$ cat config.mk
export PLATFORM = sky130hd
export DESIGN_NAME = mem_arbiter_flat
export DESIGN_NICKNAME = d
export VERILOG_FILES = /design/src/rtl/mem_arbiter_if.sv /design/src/rtl/mem_arbiter.sv /design/src/flat_wrapper.sv
export SDC_FILE = /design/constraint.sdc
export NUM_CORES = 1
export LEC_CHECK = 0
export BUFFER_PORTS_ARGS = -buffer_cell sky130_fd_sc_hd__buf_2
export CORE_AREA = 2 2 175 177
export CTS_CLUSTER_SIZE = 25
export DETAILED_ROUTE_END_ITERATION = 8
export DIE_AREA = 0 0 177 179
export PLACE_DENSITY = 0.58
export SLEW_MARGIN = 40
export SYNTH_ARGS = -nofsm -noshare
export SYNTH_HDL_FRONTEND = slang
export SYNTH_SLANG_ARGS = --single-unit
$ cat constraint.sdc
create_clock -name clock -period 3.51 [get_ports clock]
set_input_delay 0.351 -clock clock [delete_from_list [all_inputs] [get_ports clock]]
set_output_delay 0.351 -clock clock [all_outputs]
set_load 0.02 [all_outputs]
$ cat src/rtl/mem_arbiter_if.sv
// rtl/mem_arbiter_if.sv - IFU/LSU request-response channels plus the single memory port
// slave: arbiter view; master: requesters and memory model view.
interface mem_arbiter_if #(
  parameter int ADDR_W = 32,
  parameter int DATA_W = 64
);
  logic                  ifu_req_valid;
  logic                  ifu_req_ready;
  logic [ADDR_W-1:0]     ifu_req_addr;
  logic                  ifu_resp_valid;
  logic                  ifu_resp_ready;
  logic [DATA_W-1:0]     ifu_resp_data;

  logic                  lsu_req_valid;
  logic                  lsu_req_ready;
  logic [ADDR_W-1:0]     lsu_req_addr;
  logic                  lsu_req_wen;
  logic [DATA_W-1:0]     lsu_req_wdata;
  logic [DATA_W/8-1:0]   lsu_req_wmask;
  logic                  lsu_resp_valid;
  logic                  lsu_resp_ready;
  logic [DATA_W-1:0]     lsu_resp_data;

  logic                  mem_ren;
  logic [ADDR_W-1:0]     mem_addr;
  logic                  mem_wen;
  logic [DATA_W-1:0]     mem_wdata;
  logic [DATA_W/8-1:0]   mem_wmask;
  logic [DATA_W-1:0]     mem_rdata;
  logic                  mem_rvalid;

  modport slave (
    input  ifu_req_valid, ifu_req_addr, ifu_resp_ready,
    input  lsu_req_valid, lsu_req_addr, lsu_req_wen, lsu_req_wdata, lsu_req_wmask, lsu_resp_ready,
    input  mem_rdata, mem_rvalid,
    output ifu_req_ready, ifu_resp_valid, ifu_resp_data,
    output lsu_req_ready, lsu_resp_valid, lsu_resp_data,
    output mem_ren, mem_addr, mem_wen, mem_wdata, mem_wmask
  );

  modport master (
    output ifu_req_valid, ifu_req_addr, ifu_resp_ready,
    output lsu_req_valid, lsu_req_addr, lsu_req_wen, lsu_req_wdata, lsu_req_wmask, lsu_resp_ready,
    output mem_rdata, mem_rvalid,
    input  ifu_req_ready, ifu_resp_valid, ifu_resp_data,
    input  lsu_req_ready, lsu_resp_valid, lsu_resp_data,
    input  mem_ren, mem_addr, mem_wen, mem_wdata, mem_wmask
  );
endinterface

$ cat src/rtl/mem_arbiter.sv
// rtl/mem_arbiter.sv - IFU/LSU arbiter serialising one transaction at a time onto the memory port
// Define MEM_ARB_RR_EN for round-robin tie breaking; default is fixed LSU-over-IFU priority.
module mem_arbiter #(
  parameter int ADDR_W = 32,
  parameter int DATA_W = 64
) (
  input logic          clock,
  input logic          reset,
  mem_arbiter_if.slave bus
);
  localparam int MASK_W = DATA_W / 8;

  typedef enum logic [1:0] {IDLE, ISSUE, WAIT, RESP} state_e;

  state_e              state_q;
  logic                id_lsu_q;
  logic                wen_q;
  logic                mem_ren_q;
  logic                mem_wen_q;
  logic [ADDR_W-1:0]   mem_addr_q;
  logic [DATA_W-1:0]   mem_wdata_q;
  logic [MASK_W-1:0]   mem_wmask_q;
  logic                ifu_resp_valid_q;
  logic                lsu_resp_valid_q;
  logic [DATA_W-1:0]   resp_data_q;

  logic                lsu_pref;
  logic                lsu_win;
  logic                ifu_hs;
  logic                lsu_hs;
  logic                lsu_wr_hs;
  logic                resp_hs;

`ifdef MEM_ARB_RR_EN
  logic last_lsu_q;
  logic last_lsu_d;

  assign lsu_pref   = !last_lsu_q;
  assign last_lsu_d = lsu_hs ? 1'b1 : (ifu_hs ? 1'b0 : last_lsu_q);

  always_ff @(posedge clock or negedge reset) begin
    if (!reset) begin
      last_lsu_q <= 1'b1;
    end else begin
      last_lsu_q <= last_lsu_d;
    end
  end
`else
  assign lsu_pref = 1'b1;
`endif

  // Readies are gated by reset so every output reads 0 while reset is held.
  assign lsu_win           = bus.lsu_req_valid && (!bus.ifu_req_valid || lsu_pref);
  assign bus.lsu_req_ready = reset && (state_q == IDLE) && lsu_win;
  assign bus.ifu_req_ready = reset && (state_q == IDLE) && bus.ifu_req_valid && !lsu_win;

  assign lsu_hs    = bus.lsu_req_valid && bus.lsu_req_ready;
  assign ifu_hs    = bus.ifu_req_valid && bus.ifu_req_ready;
  assign lsu_wr_hs = lsu_hs && bus.lsu_req_wen;
  assign resp_hs   = (ifu_resp_valid_q && bus.ifu_resp_ready) ||
                     (lsu_resp_valid_q && bus.lsu_resp_ready);

  always_ff @(posedge clock or negedge reset) begin
    if (!reset) begin
      state_q          <= IDLE;
      id_lsu_q         <= 1'b0;
      wen_q            <= 1'b0;
      mem_ren_q        <= 1'b0;
      mem_wen_q        <= 1'b0;
      mem_addr_q       <= '0;
      mem_wdata_q      <= '0;
      mem_wmask_q      <= '0;
      ifu_resp_valid_q <= 1'b0;
      lsu_resp_valid_q <= 1'b0;
      resp_data_q      <= '0;
    end else begin
      case (state_q)
        IDLE: begin
          if (lsu_hs || ifu_hs) begin
            id_lsu_q    <= lsu_hs;
            wen_q       <= lsu_wr_hs;
            mem_addr_q  <= lsu_hs ? bus.lsu_req_addr : bus.ifu_req_addr;
            mem_ren_q   <= !lsu_wr_hs;
            mem_wen_q   <= lsu_wr_hs;
            mem_wdata_q <= lsu_wr_hs ? bus.lsu_req_wdata : '0;
            mem_wmask_q <= lsu_wr_hs ? bus.lsu_req_wmask : '0;
            state_q     <= ISSUE;
          end
        end
        ISSUE: begin
          mem_ren_q   <= 1'b0;
          mem_wen_q   <= 1'b0;
          mem_addr_q  <= '0;
          mem_wdata_q <= '0;
          mem_wmask_q <= '0;
          resp_data_q <= '0;
          if (wen_q) begin
            lsu_resp_valid_q <= id_lsu_q;
            ifu_resp_valid_q <= !id_lsu_q;
            state_q          <= RESP;
          end else begin
            state_q <= WAIT;
          end
        end
        WAIT: begin
          if (bus.mem_rvalid) begin
            resp_data_q      <= bus.mem_rdata;
            lsu_resp_valid_q <= id_lsu_q;
            ifu_resp_valid_q <= !id_lsu_q;
            state_q          <= RESP;
          end
        end
        RESP: begin
          if (resp_hs) begin
            ifu_resp_valid_q <= 1'b0;
            lsu_resp_valid_q <= 1'b0;
            resp_data_q      <= '0;
            state_q          <= IDLE;
          end
        end
        default: state_q <= IDLE;
      endcase
    end
  end

  assign bus.mem_ren        = mem_ren_q;
  assign bus.mem_wen        = mem_wen_q;
  assign bus.mem_addr       = mem_addr_q;
  assign bus.mem_wdata      = mem_wdata_q;
  assign bus.mem_wmask      = mem_wmask_q;
  assign bus.ifu_resp_valid = ifu_resp_valid_q;
  assign bus.lsu_resp_valid = lsu_resp_valid_q;
  assign bus.ifu_resp_data  = ifu_resp_valid_q ? resp_data_q : '0;
  assign bus.lsu_resp_data  = lsu_resp_valid_q ? resp_data_q : '0;
endmodule
$ cat src/flat_wrapper.sv
// flat-port wrapper written by rule: the top's interface ports become plain ports
module mem_arbiter_flat 
#(
  parameter int ADDR_W = 32,
  parameter int DATA_W = 64
)
  (clock, reset, bus_ifu_req_valid, bus_ifu_req_addr, bus_ifu_resp_ready, bus_lsu_req_valid, bus_lsu_req_addr, bus_lsu_req_wen, bus_lsu_req_wdata, bus_lsu_req_wmask, bus_lsu_resp_ready, bus_mem_rdata, bus_mem_rvalid, bus_ifu_req_ready, bus_ifu_resp_valid, bus_ifu_resp_data, bus_lsu_req_ready, bus_lsu_resp_valid, bus_lsu_resp_data, bus_mem_ren, bus_mem_addr, bus_mem_wen, bus_mem_wdata, bus_mem_wmask);
  mem_arbiter_if #(.ADDR_W(ADDR_W), .DATA_W(DATA_W)) bus_i ();
  input logic clock;
  input logic reset;
  input wire logic [$bits(bus_i.ifu_req_valid)-1:0] bus_ifu_req_valid;
  input wire logic [$bits(bus_i.ifu_req_addr)-1:0] bus_ifu_req_addr;
  input wire logic [$bits(bus_i.ifu_resp_ready)-1:0] bus_ifu_resp_ready;
  input wire logic [$bits(bus_i.lsu_req_valid)-1:0] bus_lsu_req_valid;
  input wire logic [$bits(bus_i.lsu_req_addr)-1:0] bus_lsu_req_addr;
  input wire logic [$bits(bus_i.lsu_req_wen)-1:0] bus_lsu_req_wen;
  input wire logic [$bits(bus_i.lsu_req_wdata)-1:0] bus_lsu_req_wdata;
  input wire logic [$bits(bus_i.lsu_req_wmask)-1:0] bus_lsu_req_wmask;
  input wire logic [$bits(bus_i.lsu_resp_ready)-1:0] bus_lsu_resp_ready;
  input wire logic [$bits(bus_i.mem_rdata)-1:0] bus_mem_rdata;
  input wire logic [$bits(bus_i.mem_rvalid)-1:0] bus_mem_rvalid;
  output wire logic [$bits(bus_i.ifu_req_ready)-1:0] bus_ifu_req_ready;
  output wire logic [$bits(bus_i.ifu_resp_valid)-1:0] bus_ifu_resp_valid;
  output wire logic [$bits(bus_i.ifu_resp_data)-1:0] bus_ifu_resp_data;
  output wire logic [$bits(bus_i.lsu_req_ready)-1:0] bus_lsu_req_ready;
  output wire logic [$bits(bus_i.lsu_resp_valid)-1:0] bus_lsu_resp_valid;
  output wire logic [$bits(bus_i.lsu_resp_data)-1:0] bus_lsu_resp_data;
  output wire logic [$bits(bus_i.mem_ren)-1:0] bus_mem_ren;
  output wire logic [$bits(bus_i.mem_addr)-1:0] bus_mem_addr;
  output wire logic [$bits(bus_i.mem_wen)-1:0] bus_mem_wen;
  output wire logic [$bits(bus_i.mem_wdata)-1:0] bus_mem_wdata;
  output wire logic [$bits(bus_i.mem_wmask)-1:0] bus_mem_wmask;
  assign bus_i.ifu_req_valid = bus_ifu_req_valid;
  assign bus_i.ifu_req_addr = bus_ifu_req_addr;
  assign bus_i.ifu_resp_ready = bus_ifu_resp_ready;
  assign bus_i.lsu_req_valid = bus_lsu_req_valid;
  assign bus_i.lsu_req_addr = bus_lsu_req_addr;
  assign bus_i.lsu_req_wen = bus_lsu_req_wen;
  assign bus_i.lsu_req_wdata = bus_lsu_req_wdata;
  assign bus_i.lsu_req_wmask = bus_lsu_req_wmask;
  assign bus_i.lsu_resp_ready = bus_lsu_resp_ready;
  assign bus_i.mem_rdata = bus_mem_rdata;
  assign bus_i.mem_rvalid = bus_mem_rvalid;
  assign bus_ifu_req_ready = bus_i.ifu_req_ready;
  assign bus_ifu_resp_valid = bus_i.ifu_resp_valid;
  assign bus_ifu_resp_data = bus_i.ifu_resp_data;
  assign bus_lsu_req_ready = bus_i.lsu_req_ready;
  assign bus_lsu_resp_valid = bus_i.lsu_resp_valid;
  assign bus_lsu_resp_data = bus_i.lsu_resp_data;
  assign bus_mem_ren = bus_i.mem_ren;
  assign bus_mem_addr = bus_i.mem_addr;
  assign bus_mem_wen = bus_i.mem_wen;
  assign bus_mem_wdata = bus_i.mem_wdata;
  assign bus_mem_wmask = bus_i.mem_wmask;
  mem_arbiter #(.ADDR_W(ADDR_W), .DATA_W(DATA_W)) u_core (.clock(clock), .reset(reset), .bus(bus_i));
endmodule
Word-level counts from Yosys, hierarchy flattened
Cells that the tools add are included.
W data, S select, Z words.
{ "word_totals": {"register_bits": 176, "latchBits": 0, "ramBits": 0, "mem_bits_ro": 0, "memories": 0} }
{ "classes": {"addsub": 0, "n_mul": 0, "div": 0, "magnitude_cmp": 0, "n_eq_ne": 7, "shifts": 0, "mux": 30, "bitwise": 0, "reduce_logical": 22} }
{ "ops": {"columns": ["op", "n"], "rows": [
  ["$mux W64", 6],
  ["$pmux W64 S3", 1],
  ["$pmux W64 S2", 1],
  ["$mux W32", 2],
  ["$pmux W32 S2", 1],
  ["$mux W8", 2],
  ["$pmux W8 S2", 1],
  ["$logic_and A1 B1 Y1", 9],
  ["$mux W1", 8],
  ["$pmux W2 S4", 1],
  ["$mux W2", 3],
  ["$pmux W1 S3", 2],
  ["$reduce_and A3 Y1", 2],
  ["$eq A2 B2 Y1 const B", 2],
  ["$ne A2 B1 Y1 const B", 2],
  ["$ne A2 B2 Y1 const B", 2],
  ["$pmux W1 S2", 2],
  ["$reduce_and A2 Y1", 2],
  ["$reduce_and A4 Y1", 1],
  ["$logic_not A1 Y1", 3],
  ["$reduce_bool A3 Y1", 1],
  ["$eq A2 B1 Y1 const B", 1],
  ["$logic_not A2 Y1", 1],
  ["$logic_or A1 B1 Y1", 2],
  ["$reduce_bool A2 Y1", 1]
]} }

Depth between registers and ports, before layout
{ "logic_depth": {"ltp_word": 8, "mapped_depth": 9} }

Worst setup path after synthesis
OpenSTA, ideal clock, no wires.
{ "synth_path": {"path_type": "flip-flop to flip-flop", "from": "reg u_core.state_q[0]", "to": "reg u_core.ifu_resp_valid_q, in the netlist u_core.bus.ifu_resp_valid", "setup_ps": 128, "arrival_time_ps": 1663, "required_ps": 3382, "setup_slack_ps": 1720, "stages_incl_launch_ff": 8, "synth_period_minus_slack_ps": 1790, "path_cell_list": "dfrtp_1 > inv_1 > ha_1 > nor2b_1 > a211o_1 > buf_2 > a21oi_2 > mux2_1"} }
{ "synth_via": {"elab_chain_len": 3} }
{ "synth_lines": {"columns": ["item", "line", "rtl"], "rows": [
  ["from (decl)", "mem_arbiter.sv:15", "state_e state_q;"],
  ["from (signal assigned)", "mem_arbiter.sv:65", "state_q <= IDLE;"],
  ["from (signal assigned)", "mem_arbiter.sv:87", "state_q <= ISSUE;"],
  ["from (signal assigned)", "mem_arbiter.sv:100", "state_q <= RESP;"],
  ["$eq A2 B1 Y1 / $eq A2 B2 Y1 (equally long branches)", "mem_arbiter.sv:77", "case (state_q)"],
  ["$ne A2 B1 Y1 (no line) (tied with other cells)", null, null],
  ["$reduce_and A4 Y1 (no line)", null, null],
  ["to (signal assigned)", "mem_arbiter.sv:99", "ifu_resp_valid_q <= !id_lsu_q;"],
  ["to (signal assigned)", "mem_arbiter.sv:109", "ifu_resp_valid_q <= !id_lsu_q;"],
  ["to (decl)", "mem_arbiter.sv:23", "logic ifu_resp_valid_q;"]
]} }
Parallel ways exist; a longest one is shown, timed or not.
A chain may end at the register's enable or synchronous reset.

Worst setup path after layout
{ "layout_path": {"from": "reg u_core.state_q[0]", "to": "reg u_core.mem_wdata_q[5], in the netlist u_core.bus.mem_wdata[5]"} }
{ "layout_via": {"elab_chain_len": 8} }
{ "layout_lines": {"columns": ["item", "line", "rtl"], "rows": [
  ["$logic_not A2 Y1", "mem_arbiter.sv:54, mem_arbiter.sv:55, mem_arbiter.sv:77", null],
  ["$logic_and A1 B1 Y1", "mem_arbiter.sv:54, mem_arbiter.sv:55", null],
  ["$logic_and A1 B1 Y1 (on tied branches)", "mem_arbiter.sv:54, mem_arbiter.sv:55", null],
  ["$logic_and A1 B1 Y1 (on tied branches)", "mem_arbiter.sv:57, mem_arbiter.sv:55", null],
  ["$logic_and A1 B1 Y1 (on tied branches)", "mem_arbiter.sv:59, mem_arbiter.sv:58", null],
  ["$mux W64 / $logic_or A1 B1 Y1 (equally long branches)", "mem_arbiter.sv:85, mem_arbiter.sv:79", null],
  ["$mux W64 / $ne A2 B2 Y1 (equally long branches)", null, null],
  ["$pmux W64 S2 / $reduce_and A2 Y1 (equally long branches)", null, null],
  ["to (signal assigned)", "mem_arbiter.sv:85", "mem_wdata_q <= lsu_wr_hs ? bus.lsu_req_wdata : '0;"],
  ["to (decl)", "mem_arbiter.sv:21", "logic [DATA_W-1:0] mem_wdata_q;"]
]} }
Parallel ways exist; a longest one is shown, timed or not. The select of a mux whose other input is x is not followed.

==> results.tsv <==
stage	metric	value	unit
cts	Clock Sinks	176	
synth	Synth cell types	31	
floorplan	Die ar.	31700	um2
cells_and_area	area delta synth->final	40.9	%
floorplan	chip height	179	um
cells_and_area	fin area	11000	um2
route	via/cell ratio	4.35	
cts	# H-tree levels	4	
synth	commonest cells in the netlist	176 x dfrtp_1, 164 x nand2_1, 128 x and2_1	
power	Pwr Density	803	nW/um2
power	sequential power share	0.344	
sta	highest clock rate	485	MHz
synth	sequential area share after synthesis	0.563	
floorplan	# IOs	446	
sta	crit share post-route	0.588	
floorplan	die boundary width	177	um
sta	Setup Viol. Count Final	0	
power	Int Pwr	5.02	mW
critical_path	Startpoint Class	flip-flop	
sta	worst hold slack	127	ps
synth	post-synthesis cell area	7820	um2
global_routing	vias in the first global route	6347	
global_routing	first-pass GRT wire length	35700	um
synth	number of synthesized flops with an enable pin	0	
sta	Setup TNS Final	0	ps
power	Switching Share	0.433	
place	GP Congestion	0.766	
cts	CTS max path bufs	2	
place	placed cells	1555	
floorplan	Initial Util	0.260	
sta	skew final	10.3	ps
power	Clk pwr share	0.227	
cts	Worst-path clk slew	80	ps
place	Post-Place Setup Slack	1290	ps
sta	min Tclk post-route	2060	ps
sta	Final Worst Setup Slack	1450	ps
sta	Worst-Margin Slew	710	ps
synth	Cells after Synth	764	
global_routing	gr usage total	0.146	
cts	CTS tree	yes	
critical_path	CP max FO	73	
worst_hold_path	worst hold path type	in -> reg	
route	Post-Route WL	24000	um
synth	Mapped Avg Cell Area	10.2	um2
cts	Clk Latency, worst-skew pair	430	ps
worst_hold_path	hold path depth	2	
route	drt pass-1 iters	4	
synth	Yosys warnings	0	
synth	synthesis-stage register bit count	176	
route	Remaining DRCs	0	
synth	asr flop ratio synth	1.00	
global_routing	largest net degree at the start of global routing	119	
place	Cell Area, Placed	10400	um2
cells_and_area	final core occ	0.367	
critical_path	Crit. End Element	flip-flop	
synth	top_reg_cell synth	dfrtp_1	
synth	post-synth top area share	0.563	
global_routing	GR Overflow Total	0	
sta	count of pins over their slew limit	0	
sta	final hold viol count	0	
power	Peak VDD IR	413	uV
critical_path	cell count of the worst reg-to-reg path	8	
route	Avg WL per Cell	15.1	um
sta	RSZ-0062 raised after global routing	false	
power	switching power total	3.83	mW
route	Initial DRC Count	235	
job	max-cap check violation count	0	
critical_path	crit path kind	reg -> reg	
critical_path	critical path required time	3870	ps
route	Vias	6920	
route	ANT nets after route	0	
cells_and_area	nets	1392	
synth	count leader, synth	dfrtp_1	
floorplan	Site Rows	64	
cts	TritonCTS Buffers	17	
floorplan	Core ar.	30000	um2
synth	Yosys top cell by area	dfrtp_1	
cells_and_area	Non-Filler Instances	1589	
cts	CTS root buffer	clkbuf_16	
global_routing	initial antenna violation count	4	
outcome	status	finished clean	
power	overall power	8.85	mW
synth	ranking of synthesized cells by area	dfrtp_1 56%, and2_1 10%, a22o_1 8.1%, nand2_1 7.9%, o21ai_0 4.4%	
place	IO buf count	445	
sta	Slew headroom	0.527	
cells_and_area	layout cells sized above 1	0.415	
power	part of the power in combinational logic	0.429	
critical_path	Worst EP arrival	2420	ps
synth	Net Count, Synth	977	
power	Leakage Power	6.24	nW
place	Final HPWL DP	17300	um
==> critical path, cell delays in order, from the launching register on <==
cell and delay (ps):
dfrtp_1 410, inv_1 150, ha_1 290, nand3_2 120, inv_2 60, nand2_1 100, nor2_4 100, buf_6 440
a22o_1 230
==> power by group through the flow <==
stage / sequential (mW) / clock [mW] / combinational (mW)
6_report: 3.04 / 2.01 / 3.80
5_1_grt: 3.13 / 2.16 / 4.19
4_1_cts: 3.05 / 2.08 / 3.90
3_5_place_dp: 3.07 / 0 / 3.90
3_3_place_gp: 3.07 / 0 / 3.83
2_1_floorplan: 3.54 / 0 / 2.10
==> timing repair <==
item | in CTS | in global routing
gates resized for setup | 0 | 0
buffers inserted | 0 | 0
setup endpoints to repair | 0 | 0
hold endpoints to repair | 3 | 0
hold buffers | 1 | 0
==> cell families after synthesis <==
group | synth area share
flip-flops | 0.563
buffers and inverters | 0.0402
AO/OA/AOI/OAI | 0.155
adder cells (fa/ha/maj) | 0.00800
AND/OR/NAND/NOR | 0.188
multiplexers | 0.0453
==> final cells by class <==
cell class	count	area (um2)
Tap cell	396	495
Fill cell	3070	19000
Multi-Input combinational cell	523	3120
Clock inverter	15	191
Sequential cell	176	4400
Antenna cell	1	2.50
Inverter	6	22.5
Clock buffer	17	425
Timing Repair Buffer	455	2350
==> flip-flops by register name, summed over array words and instances (netlist names) <==
signal                     cells
u_core.bus.mem_wdata          64
u_core.resp_data_q            64
u_core.bus.mem_addr           32
u_core.bus.mem_wmask           8
u_core.state_q                 2
u_core.bus.ifu_resp_valid      1
u_core.bus.lsu_resp_valid      1
u_core.bus.mem_ren             1
u_core.bus.mem_wen             1
u_core.id_lsu_q                1
u_core.wen_q                   1
==> worst paths after layout <==
check | slack [ps] | startpoint | end
max | 1450 | u_core.state_q[0] | u_core.bus.mem_wdata[5]
min | 130 | bus_lsu_req_wdata[48] | u_core.bus.mem_wdata[48]
max reg2reg | 1450 | u_core.state_q[0] | u_core.bus.mem_wdata[5]
min reg2reg | 470 | u_core.bus.mem_addr[23] | u_core.bus.mem_addr[23]
max in group asynchronous | 1740 | reset | u_core.bus.mem_wdata[33]
min in group asynchronous | 290 | reset | u_core.resp_data_q[57]
==> placed cells by master, fill, tap and decap left out, types with 6 or more instances in the layout <==
cell	Yosys	final
nand2_1	164	164
inv_6	0	6
clkbuf_16	0	17
a22o_1	72	72
buf_2	14	444
dfrtp_1	176	176
o21ai_0	69	69
o21ai_1	31	31
and2_1	128	128
mux2i_1	32	32
==> routing by layer <==
layer,routed length (um),vias to the layer above,track usage
met2,11600,289,0.242
met1,10100,3199,0.180
met4,261,6,0.0399
li1,-,3408,-
met3,2050,18,0.0505
met5,41,-,0
Power figures use the tool's default switching activity.
